--- src/rtl/rgb_burst_writer.sv ---
// rgb_burst_writer: buffers cropped RGB565 pixels and writes them as fixed-length
// SDRAM bursts into two ping-ponged frame buffers.
module rgb_burst_writer #(
  parameter int                BURST_LEN   = 16,
  parameter int                FIFO_DEPTH  = 64,
  parameter int                ADDR_W      = 22,
  parameter int                FRAME_WORDS = 130560,
  parameter logic [ADDR_W-1:0] BUF0_BASE   = 22'h000000,
  parameter logic [ADDR_W-1:0] BUF1_BASE   = 22'h020000
) (
  input  logic                          cmos_pclk,
  input  logic                          rst_n,
  input  logic                          frame_start,
  input  logic                          pix_vld,
  input  logic [15:0]                   pix_data,
  output logic                          wr_req,
  output logic [ADDR_W-1:0]             wr_addr,
  input  logic                          wr_ack,
  input  logic                          wr_data_rd,
  output logic [15:0]                   wr_data,
  output logic                          frame_done,
  output logic                          buf_sel,
  output logic                          overflow,
  output logic [$clog2(FIFO_DEPTH):0]   fifo_level
);
  localparam int AW = $clog2(FIFO_DEPTH);
  localparam int BW = $clog2(BURST_LEN);
  localparam int OW = $clog2(FRAME_WORDS + 1);
  localparam logic [AW:0]    L_FULL = (AW+1)'(FIFO_DEPTH);
  localparam logic [AW:0]    L_BL   = (AW+1)'(BURST_LEN);
  localparam logic [BW-1:0]  L_LAST = BW'(BURST_LEN - 1);
  localparam logic [OW-1:0]  L_STEP = OW'(BURST_LEN);
  localparam logic [OW-1:0]  L_END  = OW'(FRAME_WORDS);

  typedef enum logic [1:0] {IDLE, REQ, XFER} state_t;

  state_t          r_state;
  logic [15:0]     r_mem [FIFO_DEPTH];
  logic [AW:0]     r_wptr, r_rptr;
  logic [BW-1:0]   r_beat;
  logic [OW-1:0]   r_offset;
  logic            r_wr_buf, r_pend;
  logic [AW:0]     w_level;
  logic [OW-1:0]   w_next_off;
  logic            w_full, w_empty, w_flush, w_push, w_pop, w_last;

  assign w_level    = r_wptr - r_rptr;
  assign w_full     = w_level == L_FULL;
  assign w_empty    = w_level == '0;
  // A flush discards the residue but still accepts a coincident pixel as the new head
  assign w_flush    = r_state == IDLE && (frame_start || r_pend);
  assign w_push     = pix_vld && (!w_full || w_flush);
  assign w_pop      = r_state == XFER && wr_data_rd;
  assign w_last     = w_pop && r_beat == L_LAST;
  assign w_next_off = r_offset + L_STEP;
  assign fifo_level = w_level;
  assign wr_data    = w_empty ? '0 : r_mem[r_rptr[AW-1:0]];

  always_ff @(posedge cmos_pclk)
    if (w_push) r_mem[r_wptr[AW-1:0]] <= pix_data;

  always_ff @(posedge cmos_pclk or negedge rst_n)
    if (!rst_n) begin
      r_wptr   <= '0;
      r_rptr   <= '0;
      overflow <= 1'b0;
    end else begin
      r_wptr   <= r_wptr + (AW+1)'(w_push);
      r_rptr   <= w_flush ? r_wptr : r_rptr + (AW+1)'(w_pop);
      overflow <= w_flush ? 1'b0 : overflow | (pix_vld && w_full);
    end

  always_ff @(posedge cmos_pclk or negedge rst_n)
    if (!rst_n) begin
      r_state    <= IDLE;
      wr_req     <= 1'b0;
      wr_addr    <= '0;
      frame_done <= 1'b0;
      buf_sel    <= 1'b0;
      r_wr_buf   <= 1'b0;
      r_offset   <= '0;
      r_pend     <= 1'b0;
      r_beat     <= '0;
    end else begin
      frame_done <= 1'b0;
      if (frame_start && r_state != IDLE) r_pend <= 1'b1;
      case (r_state)
        IDLE:
          if (w_flush) begin
            r_offset <= '0;
            r_pend   <= 1'b0;
          end else if (w_level >= L_BL) begin
            r_state <= REQ;
            wr_req  <= 1'b1;
            wr_addr <= (r_wr_buf ? BUF1_BASE : BUF0_BASE) + ADDR_W'(r_offset);
          end
        REQ:
          if (wr_ack) begin
            r_state <= XFER;
            wr_req  <= 1'b0;
            r_beat  <= '0;
          end
        XFER:
          if (w_pop) begin
            r_beat <= r_beat + BW'(1);
            if (w_last) begin
              r_state <= IDLE;
              if (w_next_off == L_END) begin
                r_offset   <= '0;
                frame_done <= 1'b1;
                buf_sel    <= r_wr_buf;
                r_wr_buf   <= ~r_wr_buf;
              end else begin
                r_offset <= w_next_off;
              end
            end
          end
        default: r_state <= IDLE;
      endcase
    end
endmodule

--- config.mk ---
export PLATFORM = sky130hd
export DESIGN_NAME = rgb_burst_writer
export DESIGN_NICKNAME = d
export VERILOG_FILES = /design/src/rtl/rgb_burst_writer.sv
export SDC_FILE = /design/constraint.sdc
export NUM_CORES = 1
export LEC_CHECK = 0
export ABC_AREA = 1
export BUFFER_PORTS_ARGS = -buffer_cell sky130_fd_sc_hd__clkbuf_2
export CORE_AREA = 2 2 287 289
export DETAILED_ROUTE_END_ITERATION = 12
export DIE_AREA = 0 0 289 291
export PLACE_DENSITY = 0.71
export SLEW_MARGIN = 25
export SYNTH_ARGS = -nofsm -noshare
export SYNTH_HDL_FRONTEND = slang
export SYNTH_SLANG_ARGS = --single-unit
--- constraint.sdc ---
create_clock -name cmos_pclk -period 4.35 [get_ports cmos_pclk]
set_clock_uncertainty 0.05 [all_clocks]
set_input_delay 0.435 -clock cmos_pclk [delete_from_list [all_inputs] [get_ports cmos_pclk]]
set_output_delay 0.435 -clock cmos_pclk [all_outputs]
set_load 0.01 [all_outputs]
## Word-level counts from Yosys, hierarchy flattened

Memory sizes are Yosys's and may differ from the RTL's.
Cells that the tools add are included.
Widths: inputs -> output; s select.

| operators by class | value |
|---|---|
| add/subtract/negate cells | 6 |
| magnitude comparators | 1 |
| reductions and logical operators | 21 |
| mux-type cells | 31 |
| equality and inequality tests | 11 |
| bitwise operators | 3 |

Operators with widths:

| operator | count |
|---|---|
| $mux 17 | 4 |
| $pmux 17 s2 | 1 |
| $add 18x17->19 | 1 |
| $mux 18 | 1 |
| $add 17x5->17 const B | 1 |
| $eq 17x17->1 const B | 1 |
| $mux 16 | 1 |
| $add 7x1->7 | 2 |
| $mux 1 | 13 |
| $reduce_and 4->1 | 3 |
| $mux 2 | 5 |
| $ne 2x2->1 const B | 5 |
| $mux 4 | 2 |
| $pmux 4 s2 | 1 |
| $reduce_bool 2->1 | 4 |
| $eq 7x7->1 const B | 1 |
| $ge 7x5->1 const B | 1 |
| $logic_not 7->1 | 1 |
| $mux 7 | 1 |
| $sub 7x7->7 | 1 |
| $logic_and 1x1->1 | 6 |
| $pmux 2 s3 | 1 |
| $reduce_and 3->1 | 2 |
| $reduce_and 5->1 | 1 |
| 11 further kinds | 13 |

| storage, ports and cells | value |
|---|---|
| flip-flop bits (word level) | 65 |
| bits of input ports | 22 |
| memories kept | 1 |
| output and inout bits | 49 |
| RAM bits | 1024 |
| logic and storage cells | 86 |

Memory list:

| memory | words | bits a word | rd ports | clocked after memory_dff | write ports | line | RTL |
|---|---|---|---|---|---|---|---|
| r_mem | 64 | 16 | 1 | 0 | 1 | 38 | `logic [15:0] r_mem [FIFO_DEPTH];` |

## Depth between registers and ports, before layout

| logic depth | value |
|---|---|
| depth after elaboration | 7 |
| gate-level depth with buffers | 21 |
| depth with buffers taken out | 17 |

## Least setup slack after synthesis

No wires, ideal clock.

| path | value |
|---|---|
| path type | flip-flop to flip-flop |
| start point | register r_rptr[2] |
| end point | memory r_mem[32][0], enable pin |
| arrival time | 3.275 ns |
| setup time | 0.409 ns |
| clock period less this slack | 3.734 ns |
| path slack | 0.616 ns |
| required time | 3.891 ns |
| buffers on the path | 4 |
| cell stages (with the launch flop) | 14 |
| cells stage by stage | dfrtp_1 buf_2 inv_2 clkbuf_1 ha_1 buf_2 xnor2_1 nor2_1 nand4_1 nor2_1 nand2_4 nand2_4 buf_6 nor3_1 |

| on the way | value |
|---|---|
| cells in the longest elaborated chain, start to end | 7 |

RTL lines:

| what | line | RTL |
|---|---|---|
| start, declared | 39 | `logic [AW:0] r_wptr, r_rptr;` |
| start signal, assigned | 69 | `r_rptr <= w_flush ? r_wptr : r_rptr + (AW+1)'(w_pop);` |
| $sub 7x7->7 | 47 | `assign w_level = r_wptr - r_rptr;` |
| via fifo_level[2] | 24 | `output logic [$clog2(FIFO_DEPTH):0] fifo_level` |
| $eq 7x7->1 | 48 | `assign w_full = w_level == L_FULL;` |
| $logic_not 1->1 | 52 | `assign w_push = pix_vld && (!w_full \|\| w_flush);` |
| $logic_or 1x1->1 | 52 |  |
| $logic_and 1x1->1 | 52 |  |
| $mux 1 | 60 | `if (w_push) r_mem[r_wptr[AW-1:0]] <= pix_data;` |
| $mux 1 (not written as such) | 60 |  |
| end, declared | 38 |  |

The timed path passes the listed nets, and every way through them passes these cells.

## Final worst setup path

| path | value |
|---|---|
| start point | register r_rptr[0] |
| end point | output port wr_data[5] |

| on the way | value |
|---|---|
| cells in the longest elaborated chain, start to end | 3 |
| elaborated cells between the ends (all ways) | 4 |
| classes of those cells | 1 x add/sub; 1 x mux; 1 x reduce/logical; 1 x memory |

RTL lines:

| what | line | RTL |
|---|---|---|
| $sub 7x7->7 | 47 |  |
| $logic_not 7->1 | 49 | `assign w_empty = w_level == '0;` |
| $mux 16 * | 57 | `assign wr_data = w_empty ? '0 : r_mem[r_rptr[AW-1:0]];` |
| end, declared | 20 | `output logic [15:0] wr_data,` |

Every way passes the cells marked *; elsewhere a longest branch is shown, timed or not.

==> results.md <==
* Site row count at 105
* H-tree levels at 3
* Worst slew pin tran at 0.972 ns
* WS Path Type: flip-flop to output pin
* Min-Delay Path Depth at 4
* Setup ws final at -0.0443 ns
* Synth area leader: edfxtp_1
* Pwr Total at 32.1 mW
* Die height at 291 microns
* CP Capture Type: output pin
* FMAX at 228 MHz
* All-layer global routing usage at between 20% and 30%
* Syn. warnings at 0
* Final setup violation count at 1
* Crit-path max FO at between 150 and 200
* Largest net degree at the start of global routing at 198
* First-pass GRT wire length at 168 mm
* # Post-CTS Setup Buffers at 0
* Critical Path Max Stage Delay at 0.72 ns
* Clock Sinks at 1077
* Dominant cells by area after synthesis: edfxtp_1, nand2_1, nand3_1, dfrtp_1, a21oi_1
* Io pins at 71
* Status: finished, violations left
* Top cell type's share of synthesized area at 69.4%
* # diodes at 0
* Worst skew pair latency at 0.66 ns
* Util after Layout at 60.8%
* Post-synth EDFFs at just over 1000
* Max clock buf depth at 3
* Initial Util at between 50% and 60%
* DIE WIDTH at 289 microns
* Cell Area, Synth at between 40000 and 50000 sq um
* RSZ-0062 raised after global routing: false
* Initial DRC count at 3255
* Asr flop ratio synth at 4.92%
* Die Area at 84100 sq um
* CP Launch Type: flip-flop
* HPWL Detailed at 65.1 mm
* Fill cell count at 6199
* Final Max Slew Viols at 0
* Violated checks: negative setup slack
* Root buf cell: clkbuf_16
* Worst Setup SP: r_rptr[0]$_DFF_PN0_
* Syn avg cell area at 11.7 sq um
* PwrDens at about 650 nW/um^2
* TritonCTS clock tree: built
* Critical path arrival at approximately 3.9 ns
* Layout Nets at roughly 3900
* I/O Buffers at 62
* Clock buffer count from CTS at between 100 and 150
* DRC at 0
* Worst voltage drop across the vdd grid at 0.512 mV
* Slew Limit Headroom at 35.2%
* Syn-to-layout area delta at 11.6%
* Wire length per cell at between 20 and 25 microns
* Synth cell types at 40
* Type of the most critical hold path: input pin to flip-flop
* Detailed-route via count at about 30000
* Final hold violations at 0
* HP Start: wr_data_rd
* Fraction of layout cells with a size suffix above 1 at 10.3%
* Critical R2R Launch: r_rptr[0]$_DFF_PN0_
* Slowest CP cell: dfrtp_4
* Final WL at 112 mm
* Minimum clock period at between 4 and 5 ns
* Placer Congestion at a little under 0.9
* Via/cell ratio at 5.83
* Worst path required time at 3.87 ns
* DRT Pass-1 Iters at 6
* CP Cell Sequence: clkinv_16, buf_4, nand2_1, nand3_1, a21oi_1, nor3_1, nand2_1, nand2_1, nor2_1, nor2_1, clkbuf_2
* Instance count of the mapped netlist at 3797
* Leak at 17.9 nW
* CTS clk-pin slew, worst paths at 0.06 ns
* Worst r2r path cells at 15
* Initial antenna violation count at 0
* Crit share post-route at 101%
* Post-route ant nets at 0
* Top_reg_cell synth: edfxtp_1
* CORE AREA at 81200 sq um
* Seq/Total Area, Yosys at between 70 and 80%
* Vias in the first global route at 27700
* Commonest cells in the netlist: nand2_1, edfxtp_1, nand3_1
* Max-cap viol count at 0
* Post-route setup TNS at -0.0443 ns
* Dominant cell by count in the synthesized netlist: nand2_1
* CP most frequent cell: nand2_1
* GRT overflow at 0
* #FFs+latches synth at between 1000 and 1500
-- state kept, by name (all words and copies together) (netlist names), 2 cells and up --
name	cells
r_beat	4
r_mem	1024
r_offset	13
r_rptr	7
r_state	2
r_wptr	7
wr_addr	14
-- worst max-delay path, delay by kind of cell (launching register included) --
kind                   cells  cell delay [ns]
AO/OA/AOI/OAI              1             0.19
buffers and inverters      3             1.00
flip-flops                 1             0.72
AND/OR/NAND/NOR            7             0.97
-- worst paths after layout --
check / to / slack (ns)
max: wr_data[5] / -0.04
min reg2reg: r_wr_buf$_DFFE_PN0P_ / 0.42
max reg2reg: r_wptr[6]$_DFF_PN0_ / 0.83
min: r_beat[0]$_DFFE_PN0P_ / 0.09
max in group asynchronous: r_rptr[1]$_DFF_PN0_ / 3.32
min in group asynchronous: r_beat[2]$_DFFE_PN0P_ / 0.41
-- placed cells by master (no fill, tap or decap), types with 17 or more instances in the layout --
cell type / instances
nand2_1: 1225
edfxtp_1: 1024
nand3_1: 680
nor2_1: 144
a21oi_1: 133
buf_4: 124
clkbuf_16: 106
o21ai_0: 69
inv_1: 63
clkbuf_2: 62
dfrtp_1: 50
nor3_2: 40
clkinv_1: 30
nor3_1: 24
clkbuf_1: 24
nand4_1: 17
-- metrics by stage --
step / instances / instance area [sq um] / setup slack [ns] / hold slack [ns]
2_1_floorplan: 3804 / 44300 / 0.616 / 0.0894
3_3_place_gp: 4842 / 46100 / 0.734 / 0.405
3_5_place_dp: 4842 / 46100 / 0.669 / 0.411
4_1_cts: 5034 / 49400 / 0.0229 / 0.0641
5_1_grt: 5034 / 49400 / 0.00613 / 0.116
6_report: 5034 / 49400 / -0.0443 / 0.0938
-- per-layer routing --
layer | share of wire [%] | GRT usage [%]
met5 | 0 | 0
met4 | 3.7 | 10.5
met1 | 40 | 38.0
met2 | 47 | 41.9
met3 | 8.8 | 3.50
-- cells by family after synthesis --
family / synth area share (%)
flip-flops: 72.4
XOR/XNOR: 0.311
AO/OA/AOI/OAI: 2.83
adder cells (fa/ha/maj): 0.413
buffers and inverters: 3.34
AND/OR/NAND/NOR: 20.7
other: 0.00847
-- cell type report --
cell class | instances | area, sq um | area share, %
Clock buffer | 130 | 2740 | 5.55
Sequential cell | 1077 | 32100 | 65.0
Multi-Input combinational cell | 2426 | 11000 | 22.2
Inverter | 73 | 312 | 0.631
Clock inverter | 59 | 468 | 0.947
Tap cell | 1070 | 1340 | 2.71
Timing Repair Buffer | 199 | 1490 | 3.01
-- power by group --
part | internal (mW) | switching (mW)
clock | 4.86 | 3.72
combinational | 3.08 | 8.26
sequential | 11.8 | 0.317
total | 19.8 | 12.3
-- what timing repair did --
| item | CTS | global route |
|---|---|---|
| hold endpoints to repair | 55 | 0 |
| cloned | 0 | 0 |
| setup endpoints to repair | 1 | 3 |
| hold buffers | 3 | 0 |
| resized for setup | 1 | 5 |
(Power assumes the default switching activity.)
